$ cat src/rtl/acorn_pkg.sv
// rtl/acorn_pkg.sv - shared phase encodings, mbit-select codes and step constants for the ACORN phase sequencer
package acorn_pkg;

    localparam int LEN_W       = 32;
    localparam int CNT_W       = 11;
    localparam int INIT_STEPS  = 1792;
    localparam int PAD_STEPS   = 256;
    localparam int PAD_HALF    = 128;
    localparam int FINAL_STEPS = 768;
    localparam int TAG_BITS    = 128;

    typedef enum logic [3:0] {
        PH_IDLE   = 4'd0,
        PH_LOAD   = 4'd1,
        PH_INIT   = 4'd2,
        PH_AD     = 4'd3,
        PH_AD_PAD = 4'd4,
        PH_PT     = 4'd5,
        PH_PT_PAD = 4'd6,
        PH_FINAL  = 4'd7,
        PH_DONE   = 4'd8
    } phase_e;

    typedef enum logic [1:0] {
        MSEL_ZERO = 2'd0,
        MSEL_INIT = 2'd1,
        MSEL_DATA = 2'd2,
        MSEL_ONE  = 2'd3
    } msel_e;

    function automatic logic [CNT_W-1:0] last_step(input int n);
        return CNT_W'(n - 1);
    endfunction

    localparam logic [CNT_W-1:0] INIT_LAST  = last_step(INIT_STEPS);
    localparam logic [CNT_W-1:0] PAD_LAST   = last_step(PAD_STEPS);
    localparam logic [CNT_W-1:0] FINAL_LAST = last_step(FINAL_STEPS);
    localparam logic [CNT_W-1:0] PAD_HALF_C = CNT_W'(PAD_HALF);
    // Tag bits are the trailing TAG_BITS steps of finalization.
    localparam logic [CNT_W-1:0] TAG_FIRST  = CNT_W'(FINAL_STEPS - TAG_BITS);

endpackage

$ cat src/rtl/acorn_phase_ctrl_if.sv
// rtl/acorn_phase_ctrl_if.sv - command/data handshake and datapath control bundle of the phase sequencer
interface acorn_phase_ctrl_if;
    import acorn_pkg::*;

    logic             start_in;
    logic [LEN_W-1:0] ad_len_in;
    logic [LEN_W-1:0] pt_len_in;
    logic             din_valid_in;
    logic             din_ready_out;
    logic             step_en_out;
    logic             clr_state_out;
    logic             ca_out;
    logic             cb_out;
    logic [1:0]       msel_out;
    logic [10:0]      init_idx_out;
    logic [3:0]       phase_out;
    logic             tag_valid_out;
    logic             busy_out;
    logic             done_out;

    modport master (
        output start_in, ad_len_in, pt_len_in, din_valid_in,
        input  din_ready_out, step_en_out, clr_state_out, ca_out, cb_out, msel_out,
               init_idx_out, phase_out, tag_valid_out, busy_out, done_out
    );

    modport slave (
        input  start_in, ad_len_in, pt_len_in, din_valid_in,
        output din_ready_out, step_en_out, clr_state_out, ca_out, cb_out, msel_out,
               init_idx_out, phase_out, tag_valid_out, busy_out, done_out
    );

endinterface

$ cat src/rtl/acorn_step_counter.sv
// rtl/acorn_step_counter.sv - 11-bit step counter with clear, enable and terminal-count compare
module acorn_step_counter
    import acorn_pkg::*;
(
    input  logic             clk,
    input  logic             rst,
    input  logic             clr_in,
    input  logic             en_in,
    input  logic [CNT_W-1:0] term_in,
    output logic [CNT_W-1:0] count_out,
    output logic             tc_out
);

    logic [CNT_W-1:0] count_q;
    logic [CNT_W-1:0] count_d;

    // Clear wins over enable so a phase change always starts the new phase at step 0.
    always_comb begin
        count_d = count_q;
        if (clr_in) begin
            count_d = '0;
        end else if (en_in) begin
            count_d = count_q + CNT_W'(1);
        end
    end

    always_ff @(posedge clk) begin
        if (rst) begin
            count_q <= '0;
        end else begin
            count_q <= count_d;
        end
    end

    assign count_out = count_q;
    assign tc_out    = (count_q == term_in);

endmodule

$ cat src/rtl/acorn_phase_ctrl.sv
// rtl/acorn_phase_ctrl.sv - ACORN-128 phase sequencer: init, AD, AD pad, PT, PT pad and finalization control
module acorn_phase_ctrl
    import acorn_pkg::*;
(
    input  logic               clk,
    input  logic               rst,
    acorn_phase_ctrl_if.slave  bus
);

    phase_e           state_q, state_d;
    logic [LEN_W-1:0] ad_len_q, ad_len_d;
    logic [LEN_W-1:0] pt_len_q, pt_len_d;
    logic [LEN_W-1:0] dcnt_q, dcnt_d;
    logic [LEN_W-1:0] dcnt_inc;

    logic [CNT_W-1:0] step_cnt;
    logic [CNT_W-1:0] step_term;
    logic             step_tc;
    logic             step_clr;
    logic             step_cnt_en;
    logic             data_phase;
    logic             data_hs;

    logic             step_en;
    logic             clr_state;
    logic             ca;
    logic             cb;
    msel_e            msel;
    logic [CNT_W-1:0] init_idx;
    logic             tag_valid;
    logic             din_ready;
    logic             done;

    assign dcnt_inc = dcnt_q + LEN_W'(1);

    always_comb begin
        state_d    = state_q;
        ad_len_d   = ad_len_q;
        pt_len_d   = pt_len_q;
        step_en    = 1'b0;
        clr_state  = 1'b0;
        ca         = 1'b0;
        cb         = 1'b0;
        msel       = MSEL_ZERO;
        init_idx   = '0;
        tag_valid  = 1'b0;
        din_ready  = 1'b0;
        done       = 1'b0;
        step_term  = '0;
        data_phase = 1'b0;
        data_hs    = 1'b0;

        unique case (state_q)
            PH_IDLE: begin
                if (bus.start_in) begin
                    state_d  = PH_LOAD;
                    ad_len_d = bus.ad_len_in;
                    pt_len_d = bus.pt_len_in;
                end
            end
            PH_LOAD: begin
                clr_state = 1'b1;
                state_d   = PH_INIT;
            end
            PH_INIT: begin
                step_en   = 1'b1;
                ca        = 1'b1;
                cb        = 1'b1;
                msel      = MSEL_INIT;
                init_idx  = step_cnt;
                step_term = INIT_LAST;
                if (step_tc) begin
                    state_d = (ad_len_q != '0) ? PH_AD : PH_AD_PAD;
                end
            end
            PH_AD: begin
                ca         = 1'b1;
                cb         = 1'b1;
                msel       = MSEL_DATA;
                din_ready  = 1'b1;
                data_phase = 1'b1;
                data_hs    = bus.din_valid_in;
                step_en    = bus.din_valid_in;
                if (data_hs && (dcnt_inc == ad_len_q)) begin
                    state_d = PH_AD_PAD;
                end
            end
            PH_AD_PAD: begin
                step_en   = 1'b1;
                cb        = 1'b1;
                ca        = (step_cnt < PAD_HALF_C);
                msel      = (step_cnt == '0) ? MSEL_ONE : MSEL_ZERO;
                step_term = PAD_LAST;
                if (step_tc) begin
                    state_d = (pt_len_q != '0) ? PH_PT : PH_PT_PAD;
                end
            end
            PH_PT: begin
                ca         = 1'b1;
                msel       = MSEL_DATA;
                din_ready  = 1'b1;
                data_phase = 1'b1;
                data_hs    = bus.din_valid_in;
                step_en    = bus.din_valid_in;
                if (data_hs && (dcnt_inc == pt_len_q)) begin
                    state_d = PH_PT_PAD;
                end
            end
            PH_PT_PAD: begin
                step_en   = 1'b1;
                ca        = (step_cnt < PAD_HALF_C);
                msel      = (step_cnt == '0) ? MSEL_ONE : MSEL_ZERO;
                step_term = PAD_LAST;
                if (step_tc) begin
                    state_d = PH_FINAL;
                end
            end
            PH_FINAL: begin
                step_en   = 1'b1;
                ca        = 1'b1;
                cb        = 1'b1;
                tag_valid = (step_cnt >= TAG_FIRST);
                step_term = FINAL_LAST;
                if (step_tc) begin
                    state_d = PH_DONE;
                end
            end
            PH_DONE: begin
                done    = 1'b1;
                state_d = PH_IDLE;
            end
            default: begin
                state_d = PH_IDLE;
            end
        endcase
    end

    // The step counter only tracks fixed-length phases; data phases are measured by dcnt.
    assign step_clr    = (state_d != state_q);
    assign step_cnt_en = step_en && !data_phase;

    always_comb begin
        dcnt_d = dcnt_q;
        if (state_d != state_q) begin
            dcnt_d = '0;
        end else if (data_hs) begin
            dcnt_d = dcnt_inc;
        end
    end

    always_ff @(posedge clk) begin
        if (rst) begin
            state_q  <= PH_IDLE;
            ad_len_q <= '0;
            pt_len_q <= '0;
            dcnt_q   <= '0;
        end else begin
            state_q  <= state_d;
            ad_len_q <= ad_len_d;
            pt_len_q <= pt_len_d;
            dcnt_q   <= dcnt_d;
        end
    end

    acorn_step_counter u_step_counter (
        .clk       (clk),
        .rst       (rst),
        .clr_in    (step_clr),
        .en_in     (step_cnt_en),
        .term_in   (step_term),
        .count_out (step_cnt),
        .tc_out    (step_tc)
    );

    assign bus.din_ready_out = din_ready;
    assign bus.step_en_out   = step_en;
    assign bus.clr_state_out = clr_state;
    assign bus.ca_out        = ca;
    assign bus.cb_out        = cb;
    assign bus.msel_out      = msel;
    assign bus.init_idx_out  = init_idx;
    assign bus.phase_out     = state_q;
    assign bus.tag_valid_out = tag_valid;
    assign bus.busy_out      = (state_q != PH_IDLE);
    assign bus.done_out      = done;

endmodule

$ cat src/flat_wrapper.sv
// flat-port wrapper written by rule: the top's interface ports become plain ports
module acorn_phase_ctrl_flat import acorn_pkg::*;
  (clk, rst, bus_start_in, bus_ad_len_in, bus_pt_len_in, bus_din_valid_in, bus_din_ready_out, bus_step_en_out, bus_clr_state_out, bus_ca_out, bus_cb_out, bus_msel_out, bus_init_idx_out, bus_phase_out, bus_tag_valid_out, bus_busy_out, bus_done_out);
  acorn_phase_ctrl_if bus_i ();
  input  logic clk;
  input  logic rst;
  input wire logic [$bits(bus_i.start_in)-1:0] bus_start_in;
  input wire logic [$bits(bus_i.ad_len_in)-1:0] bus_ad_len_in;
  input wire logic [$bits(bus_i.pt_len_in)-1:0] bus_pt_len_in;
  input wire logic [$bits(bus_i.din_valid_in)-1:0] bus_din_valid_in;
  output wire logic [$bits(bus_i.din_ready_out)-1:0] bus_din_ready_out;
  output wire logic [$bits(bus_i.step_en_out)-1:0] bus_step_en_out;
  output wire logic [$bits(bus_i.clr_state_out)-1:0] bus_clr_state_out;
  output wire logic [$bits(bus_i.ca_out)-1:0] bus_ca_out;
  output wire logic [$bits(bus_i.cb_out)-1:0] bus_cb_out;
  output wire logic [$bits(bus_i.msel_out)-1:0] bus_msel_out;
  output wire logic [$bits(bus_i.init_idx_out)-1:0] bus_init_idx_out;
  output wire logic [$bits(bus_i.phase_out)-1:0] bus_phase_out;
  output wire logic [$bits(bus_i.tag_valid_out)-1:0] bus_tag_valid_out;
  output wire logic [$bits(bus_i.busy_out)-1:0] bus_busy_out;
  output wire logic [$bits(bus_i.done_out)-1:0] bus_done_out;
  assign bus_i.start_in = bus_start_in;
  assign bus_i.ad_len_in = bus_ad_len_in;
  assign bus_i.pt_len_in = bus_pt_len_in;
  assign bus_i.din_valid_in = bus_din_valid_in;
  assign bus_din_ready_out = bus_i.din_ready_out;
  assign bus_step_en_out = bus_i.step_en_out;
  assign bus_clr_state_out = bus_i.clr_state_out;
  assign bus_ca_out = bus_i.ca_out;
  assign bus_cb_out = bus_i.cb_out;
  assign bus_msel_out = bus_i.msel_out;
  assign bus_init_idx_out = bus_i.init_idx_out;
  assign bus_phase_out = bus_i.phase_out;
  assign bus_tag_valid_out = bus_i.tag_valid_out;
  assign bus_busy_out = bus_i.busy_out;
  assign bus_done_out = bus_i.done_out;
  acorn_phase_ctrl u_core (.clk(clk), .rst(rst), .bus(bus_i));
endmodule
$ cat config.mk
export PLATFORM = sky130hd
export DESIGN_NAME = acorn_phase_ctrl_flat
export DESIGN_NICKNAME = d
export VERILOG_FILES = /design/src/rtl/acorn_pkg.sv /design/src/rtl/acorn_phase_ctrl_if.sv /design/src/rtl/acorn_step_counter.sv /design/src/rtl/acorn_phase_ctrl.sv /design/src/flat_wrapper.sv
export SDC_FILE = /design/constraint.sdc
export NUM_CORES = 1
export LEC_CHECK = 0
export CAP_MARGIN = 20
export CORE_MARGIN = 4
export CORE_UTILIZATION = 50
export CTS_BUF_LIST = sky130_fd_sc_hd__clkbuf_4
export DETAILED_ROUTE_END_ITERATION = 8
export DONT_BUFFER_PORTS = 1
export PLACE_DENSITY = 0.64
export SYNTH_ARGS = -nofsm -noshare
export SYNTH_HDL_FRONTEND = slang
export SYNTH_HIERARCHICAL = 1
export SYNTH_SLANG_ARGS = --single-unit
$ cat constraint.sdc
create_clock -name clk -period 9.35 [get_ports clk]
set_clock_uncertainty 0.15 [all_clocks]
set_input_delay 1.87 -clock clk [delete_from_list [all_inputs] [get_ports clk]]
set_output_delay 1.87 -clock clk [all_outputs]
set_load 0.02 [all_outputs]
Word level (Yosys, flattened, before mapping)
Index checks and enable logic that the tools add are counted.
{ "word_totals": {"output_inout_bits": 25, "wordCells": 59, "inputBits": 68, "register_bits": 111} }
{ "op_classes": {"reduce_logical": 16, "muxes": 22, "n_addsub": 2, "n_eq_ne": 12, "n_lt_le_gt_ge": 2} }
{ "op_table": {"columns": ["operator", "count"], "rows": [
  ["32-bit == test", 2],
  ["32-bit nonzero test", 2],
  ["11-bit case mux with 3 select lines", 1],
  ["32-bit by 1-bit adder with 32-bit output (second input constant)", 1],
  ["4-bit case mux with 8 select lines", 1],
  ["4-bit two-way mux", 7],
  ["4-bit by 3-bit == test with 1-bit output (second input constant)", 4],
  ["4-bit OR reduction", 3],
  ["11-bit by 1-bit adder with 11-bit output (second input constant)", 1],
  ["11-bit == test", 1],
  ["11-bit by 10-bit >= comparator with 1-bit output (second input constant)", 1],
  ["11-bit zero test", 1],
  ["11-bit by 8-bit less-than comparator with 1-bit output (second input constant)", 1],
  ["11-bit two-way mux", 1],
  ["4-bit by 2-bit == test with 1-bit output (second input constant)", 2],
  ["1-bit two-way mux", 6],
  ["2-bit case mux with 3 select lines", 1],
  ["2-bit OR reduction", 3],
  ["4-bit by 1-bit == test with 1-bit output (second input constant)", 1],
  ["4-bit == test (second input constant)", 1],
  ["4-bit zero test", 1],
  ["2-bit two-way mux", 2],
  ["4-bit inequality test", 1],
  ["1-bit case mux with 2 select lines", 2],
  ["other kinds (5)", 7]
]} }

Depth between registers and ports, before layout
{ "depth": {"depth_word": 8, "ltp_mapped": 20} }

Modules after synthesis
The synthesis kept the hierarchy.
{ "modules_own_cells": {"columns": ["mod", "instances", "cells_each", "area_each_um2"], "rows": [
  ["acorn_phase_ctrl", 1, 901, 6876.6],
  ["acorn_step_counter", 1, 69, 606.8]
]} }

Worst setup path after synthesis
OpenSTA, ideal clock, no wires.
{ "synth_path": {"path_type": "register to register", "from": "register u_core.state_q[2] (netlist: u_core/bus.phase_out[2])", "to": "register u_core.u_step_counter.count_q[10] (netlist: u_core/u_step_counter/count_out[10])", "t_arrival_ns": 4.814, "required_ns": 9.099, "path_stages_with_launch": 18, "slack_ns": 4.285, "synth_period_minus_slack_ns": 5.065, "cell_sequence": "dfxtp_1 -> clkbuf_1 -> nor4b_1 -> nand2b_1 -> or2_2 -> xnor2_1 -> nand4_1 -> nor3_1 -> nor4b_1 -> nand4_1 -> o41a_1 -> a221o_1 -> o31a_1 -> a21oi_1 -> a21oi_4 -> or2_2 -> or3_1 -> o41ai_1"} }
{ "synth_between": {"elab_chain_len": 8, "elab_cells_between_ends": 27, "cone_classes": "eq/ne: 9; mux: 11; reduce/logical: 7"} }
{ "synth_rtl": {"columns": ["item", "line_no", "text"], "rows": [
  ["from (decl)", "acorn_phase_ctrl.sv:10", "phase_e state_q, state_d;"],
  ["from (signal assigned)", "acorn_phase_ctrl.sv:158", "state_q <= state_d;"],
  ["4-bit by 3-bit == test with 1-bit output", "acorn_phase_ctrl.sv:53", "unique case (state_q)"],
  ["2-bit OR reduction (no source line)", null, null],
  ["11-bit case mux with 3 select lines (*)", "acorn_phase_ctrl.sv:53", null],
  ["via u_core.step_term[9]", "acorn_phase_ctrl.sv:17", "logic [CNT_W-1:0] step_term;"],
  ["11-bit == test (*)", "acorn_step_counter.sv:36", "assign tc_out = (count_q == term_in);"],
  ["via u_core.step_tc", "acorn_phase_ctrl.sv:18", "logic step_tc;"],
  ["4-bit two-way mux (on tied branches)", null, null],
  ["4-bit case mux with 8 select lines (*)", "acorn_phase_ctrl.sv:53", null],
  ["4-bit inequality test (*)", "acorn_phase_ctrl.sv:139", "assign step_clr = (state_d != state_q);"],
  ["via u_core.step_clr", "acorn_phase_ctrl.sv:19", "logic step_clr;"],
  ["2-bit OR reduction (no source line) (*)", null, null],
  ["to (signal assigned)", "acorn_step_counter.sv:31", "count_q <= count_d;"],
  ["to (decl)", "acorn_step_counter.sv:14", "logic [CNT_W-1:0] count_q;"]
]} }
The timed path passes the listed nets; every way through them passes the cells marked *.
A chain may end at the register's enable or synchronous reset.

Worst setup path in the final report
{ "layout_path": {"from": "register u_core.state_q[1] (netlist: u_core/bus.phase_out[1])", "to": "register u_core.u_step_counter.count_q[10] (netlist: u_core/u_step_counter/count_out[10])"} }
Same word-level chain as after synthesis.

==> key figures <==
Run status
  – Result of the run: finished, final reports clean

Yosys
  – Post-synth EDFFs: 0
  – Post-synthesis cell type count: 76
  – Net count after synthesis: approximately 1.0k
  – Cell types occupying the most area after synthesis: sky130_fd_sc_hd__dfxtp_1, sky130_fd_sc_hd__xnor2_1, sky130_fd_sc_hd__nand2_1, sky130_fd_sc_hd__a21oi_1, sky130_fd_sc_hd__xor2_1
  – Most area-hungry cell type in the Yosys netlist: sky130_fd_sc_hd__dfxtp_1
  – FF+latch count, synth: approximately 110
  – Cell area after synthesis: roughly 0.0075 sq mm
  – Synth async-reset ratio: 0
  – Sequential area share after synthesis: 0.297
  – Most used standard cells in the synthesized netlist: sky130_fd_sc_hd__nand2_1, sky130_fd_sc_hd__dfxtp_1, sky130_fd_sc_hd__xnor2_1
  – Top-count cell post-synth: sky130_fd_sc_hd__nand2_1
  – Synth Area per Inst: 7.71 sq um
  – Top cell type's share of synthesized area: 0.297
  – Number of instances in the synthesized netlist: 970
  – Total of warnings raised by yosys: 6
  – Most frequently used flop master after synthesis: sky130_fd_sc_hd__dfxtp_1

Detailed routing
  – Residual DRC count: 0
  – Starting DRC count in detailed routing: approximately 650
  – Total via count in the routed design: about 7k
  – Wire length per cell: between 20 and 25 um
  – 1st-pass router iterations: 5
  – Final wirelength: 23900 um
  – Number of antenna-violating nets in the routed design: 0
  – Vias/cell: around 6.3

Placed design
  – Final weighted congestion in routability-driven placement: 1.03
  – Sum of net half-perimeters after detailed placement: ~18000 um
  – Buffers on Ports: 0
  – Post-placement worst setup slack: approximately 2.9 ns
  – Total placed instance area: approximately 0.0075 sq mm

Die
  – Core Area: between 0.01 and 0.015 sq mm
  – Full die area: ~0.017 sq mm
  – Placement Rows: 44
  – Height of the chip: roughly 130 um
  – X dimension of the die: about 130 um
  – Boundary Pins: 93
  – Starting Density: 0.513

Layout
  – Post-layout util: 0.527
  – Layout cell share with drive strength beyond 1: 0.0892
  – Post-route design area: around 0.0077 sq mm
  – Final-stage net count: roughly 1000
  – N_diodes: 0
  – Area growth syn-to-layout: 2.81%

Power
  – Power density cells: 137 mW/mm^2
  – Total Power: about 0.0011 W
  – Switching power: ~0.00036 W
  – Lkg Pwr: 2.47 nW
  – Clk pwr share: 0.278
  – Design internal power: between 0.0006 and 0.0007 W
  – Part of the power in combinational logic: 0.211
  – Share of total power in sequential cells: 0.511
  – Maximum resistive drop on vdd: slightly below 0.09 mV
  – Switching share of total power: 0.341

Critical path
  – Reg2reg end: u_core/u_step_counter/count_out[10]
  – Startpoint class of the critical path: flop
  – Largest fanout on the critical path: 33
  – Worst endpoint required time: between 9 and 10 ns
  – Worst reg-to-reg path cell count: 18
  – Setup slack on the worst flop-to-flop path: 2.85 ns
  – R2r startpoint: u_core/bus.phase_out[1]
  – Source of the critical timing path: u_core/bus.phase_out[1]
  – Critical Path Sink Type: flop
  – Critical path class: flop to flop
  – Signal arrival time at the worst endpoint: approximately 6.8 ns

Min path
  – Worst min-delay path endpoint: u_core/ad_len_q[17]
  – Launch point of the worst hold path: u_core/ad_len_q[17]
  – Worst hold path class: flop to flop
  – Hold-critical path depth: 2

GRT
  – Global routing usage on met1: 0.401
  – Antenna violations before repair: 0
  – Fraction of met2 tracks used by global routing: 0.425
  – Total overflow reported by the global router: 0
  – Met3 Resource Use GR: 0.0536
  – Global-route wire length before repair: 36700 um
  – Largest net degree at the start of global routing: 73
  – Vias in the first global route: ~6.4k
  – Routing layer with the top usage in global route: met2
  – Global Route Usage Sum: 0.281

Timing
  – Final Hold Violating Endpoints: 0
  – Setup repair after global routing missed its margin: false
  – Number of pins exceeding their max-slew limit in the final report: 0
  – FMAX: around 150 MHz
  – Minimum period implied by the final worst setup slack: between 6 and 7 ns
  – Slew HR: 0.324
  – Worst-Margin Slew: 1.01 ns
  – Worst path setup slack after routing: around 2.8 ns
  – TNS Setup: 0 ns
  – Final setup fails: 0
  – Final cycle utilization of the critical path: 0.696

CTS
  – Clock edge transition at the registers on the reported setup and hold paths: between 0.15 and 0.2 ns
  – CTS HTree Levels: 3
  – Clock latency on the worst-skew pair: 0.50 ns
  – Clock tree root buffer cell: sky130_fd_sc_hd__clkbuf_4
  – TritonCTS sink count: 111
  – PostCTS Resize Cnt: 0
  – Clock Tree Buf Depth: 2
  – # hold bufs at CTS: 0
  – TritonCTS clock tree: done
  – Num CTS Buffers: 9
  – Count of buffers added by post-CTS timing repair for setup: 0

Run
  – Max-cap violations: 0
==> final cells by class <==
| class | instances | area [sq um] |
|---|---|---|
| Multi-Input combinational cell | 779 | 4930 |
| Clock buffer | 9 | 67.6 |
| Sequential cell | 111 | 2220 |
| Inverter | 15 | 56.3 |
| Clock inverter | 7 | 106 |
| Fill cell | 1443 | 6900 |
| Tap cell | 184 | 230 |
| Timing Repair Buffer | 9 | 80.1 |
==> cells in the final DEF (no fill, tap or decap), drive strengths merged, types with 4 or more instances in the layout <==
master,Yosys,routed
xor2,41,41
a21oi,85,85
a2111oi,5,5
clkbuf,49,9
nor4b,4,4
nor3,55,55
and2,23,23
a31oi,5,5
nand2b,8,8
nand2,178,178
nand3,37,37
inv,15,20
or3,11,11
xnor2,85,85
dfxtp,111,111
or2,8,8
o21ai,16,16
nor3b,4,4
nand4,29,29
o2111ai,5,5
nor4,35,35
buf,16,9
and3,13,13
a211oi,4,4
mux2i,4,4
nor2,41,41
a31o,4,4
nor2b,7,7
or4,9,9
and4,11,11
==> registers in the layout, summed over array words and instances (netlist names) <==
signal                           cells
u_core/bus.phase_out                 4
u_core/dcnt_q                       32
u_core/ad_len_q                     32
u_core/u_step_counter/count_out     11
u_core/pt_len_q                     32
==> worst max-delay path by stage <==
stage | end | slack (ns)
global route | u_core/u_step_counter/count_out[10] | 2.14
CTS | u_core/u_step_counter/count_out[10] | 2.86
detailed placement | u_core/u_step_counter/count_out[10] | 2.89
floorplan | u_core/u_step_counter/count_out[10] | 4.28
finish | u_core/u_step_counter/count_out[10] | 2.85
global placement | u_core/u_step_counter/count_out[10] | 3.14
==> cell families after synthesis <==
group,count (synthesis),share of synthesized area
compound gates,163,0.140
xor+xnor,130,0.160
fa+ha+maj,2,0.00334
buf+inv,80,0.0466
flops,111,0.297
mux,5,0.00686
other cells,1,0.000501
simple gates,478,0.346
==> per-stage QoR <==
step / std cells / hold slack [ns]
final: 1114 / 0.338
after global routing: 1114 / 0.362
after CTS: 1113 / 0.339
after detailed placement: 1097 / 0.319
after global placement: 1097 / 0.311
after floorplan: 970 / 0.299
==> power groups by stage <==
stage          Combinational (W)  Sequential [W]  Clock [W]
5_1_grt                 0.000243        0.000541   0.000313
2_1_floorplan           0.000182        0.000529          0
3_5_place_dp            0.000216        0.000547          0
4_1_cts                 0.000217        0.000536   0.000300
6_report                0.000222        0.000537   0.000292
3_3_place_gp            0.000215        0.000546          0
==> critical path: stages (launching register included) <==
cell and delay [ns]:
sky130_fd_sc_hd__dfxtp_1 0.79, sky130_fd_sc_hd__nor4b_2 0.93, sky130_fd_sc_hd__nand2b_1 0.29, sky130_fd_sc_hd__or2_2 0.28, sky130_fd_sc_hd__xnor2_1 0.15, sky130_fd_sc_hd__nand4_1 0.10
sky130_fd_sc_hd__nor3_1 0.62, sky130_fd_sc_hd__nor4b_1 0.29, sky130_fd_sc_hd__nand4_1 0.17, sky130_fd_sc_hd__nor4_1 0.50, sky130_fd_sc_hd__a2bb2oi_1 0.33, sky130_fd_sc_hd__a21oi_1 0.11
sky130_fd_sc_hd__o31a_1 0.25, sky130_fd_sc_hd__a21oi_1 0.22, sky130_fd_sc_hd__a21oi_4 0.04, sky130_fd_sc_hd__buf_4 0.31, sky130_fd_sc_hd__or2_2 0.37, sky130_fd_sc_hd__or3_1 0.35
sky130_fd_sc_hd__o41ai_1 0.22
==> metal layers <==
layer | routed length, um | vias to the layer above
li1 | - | 3355
met1 | 10400 | 3345
met2 | 10400 | 322
met3 | 2260 | 45
met4 | 777 | 0
met5 | 0 | -
Note: power is estimated with default switching activity, not from simulation.
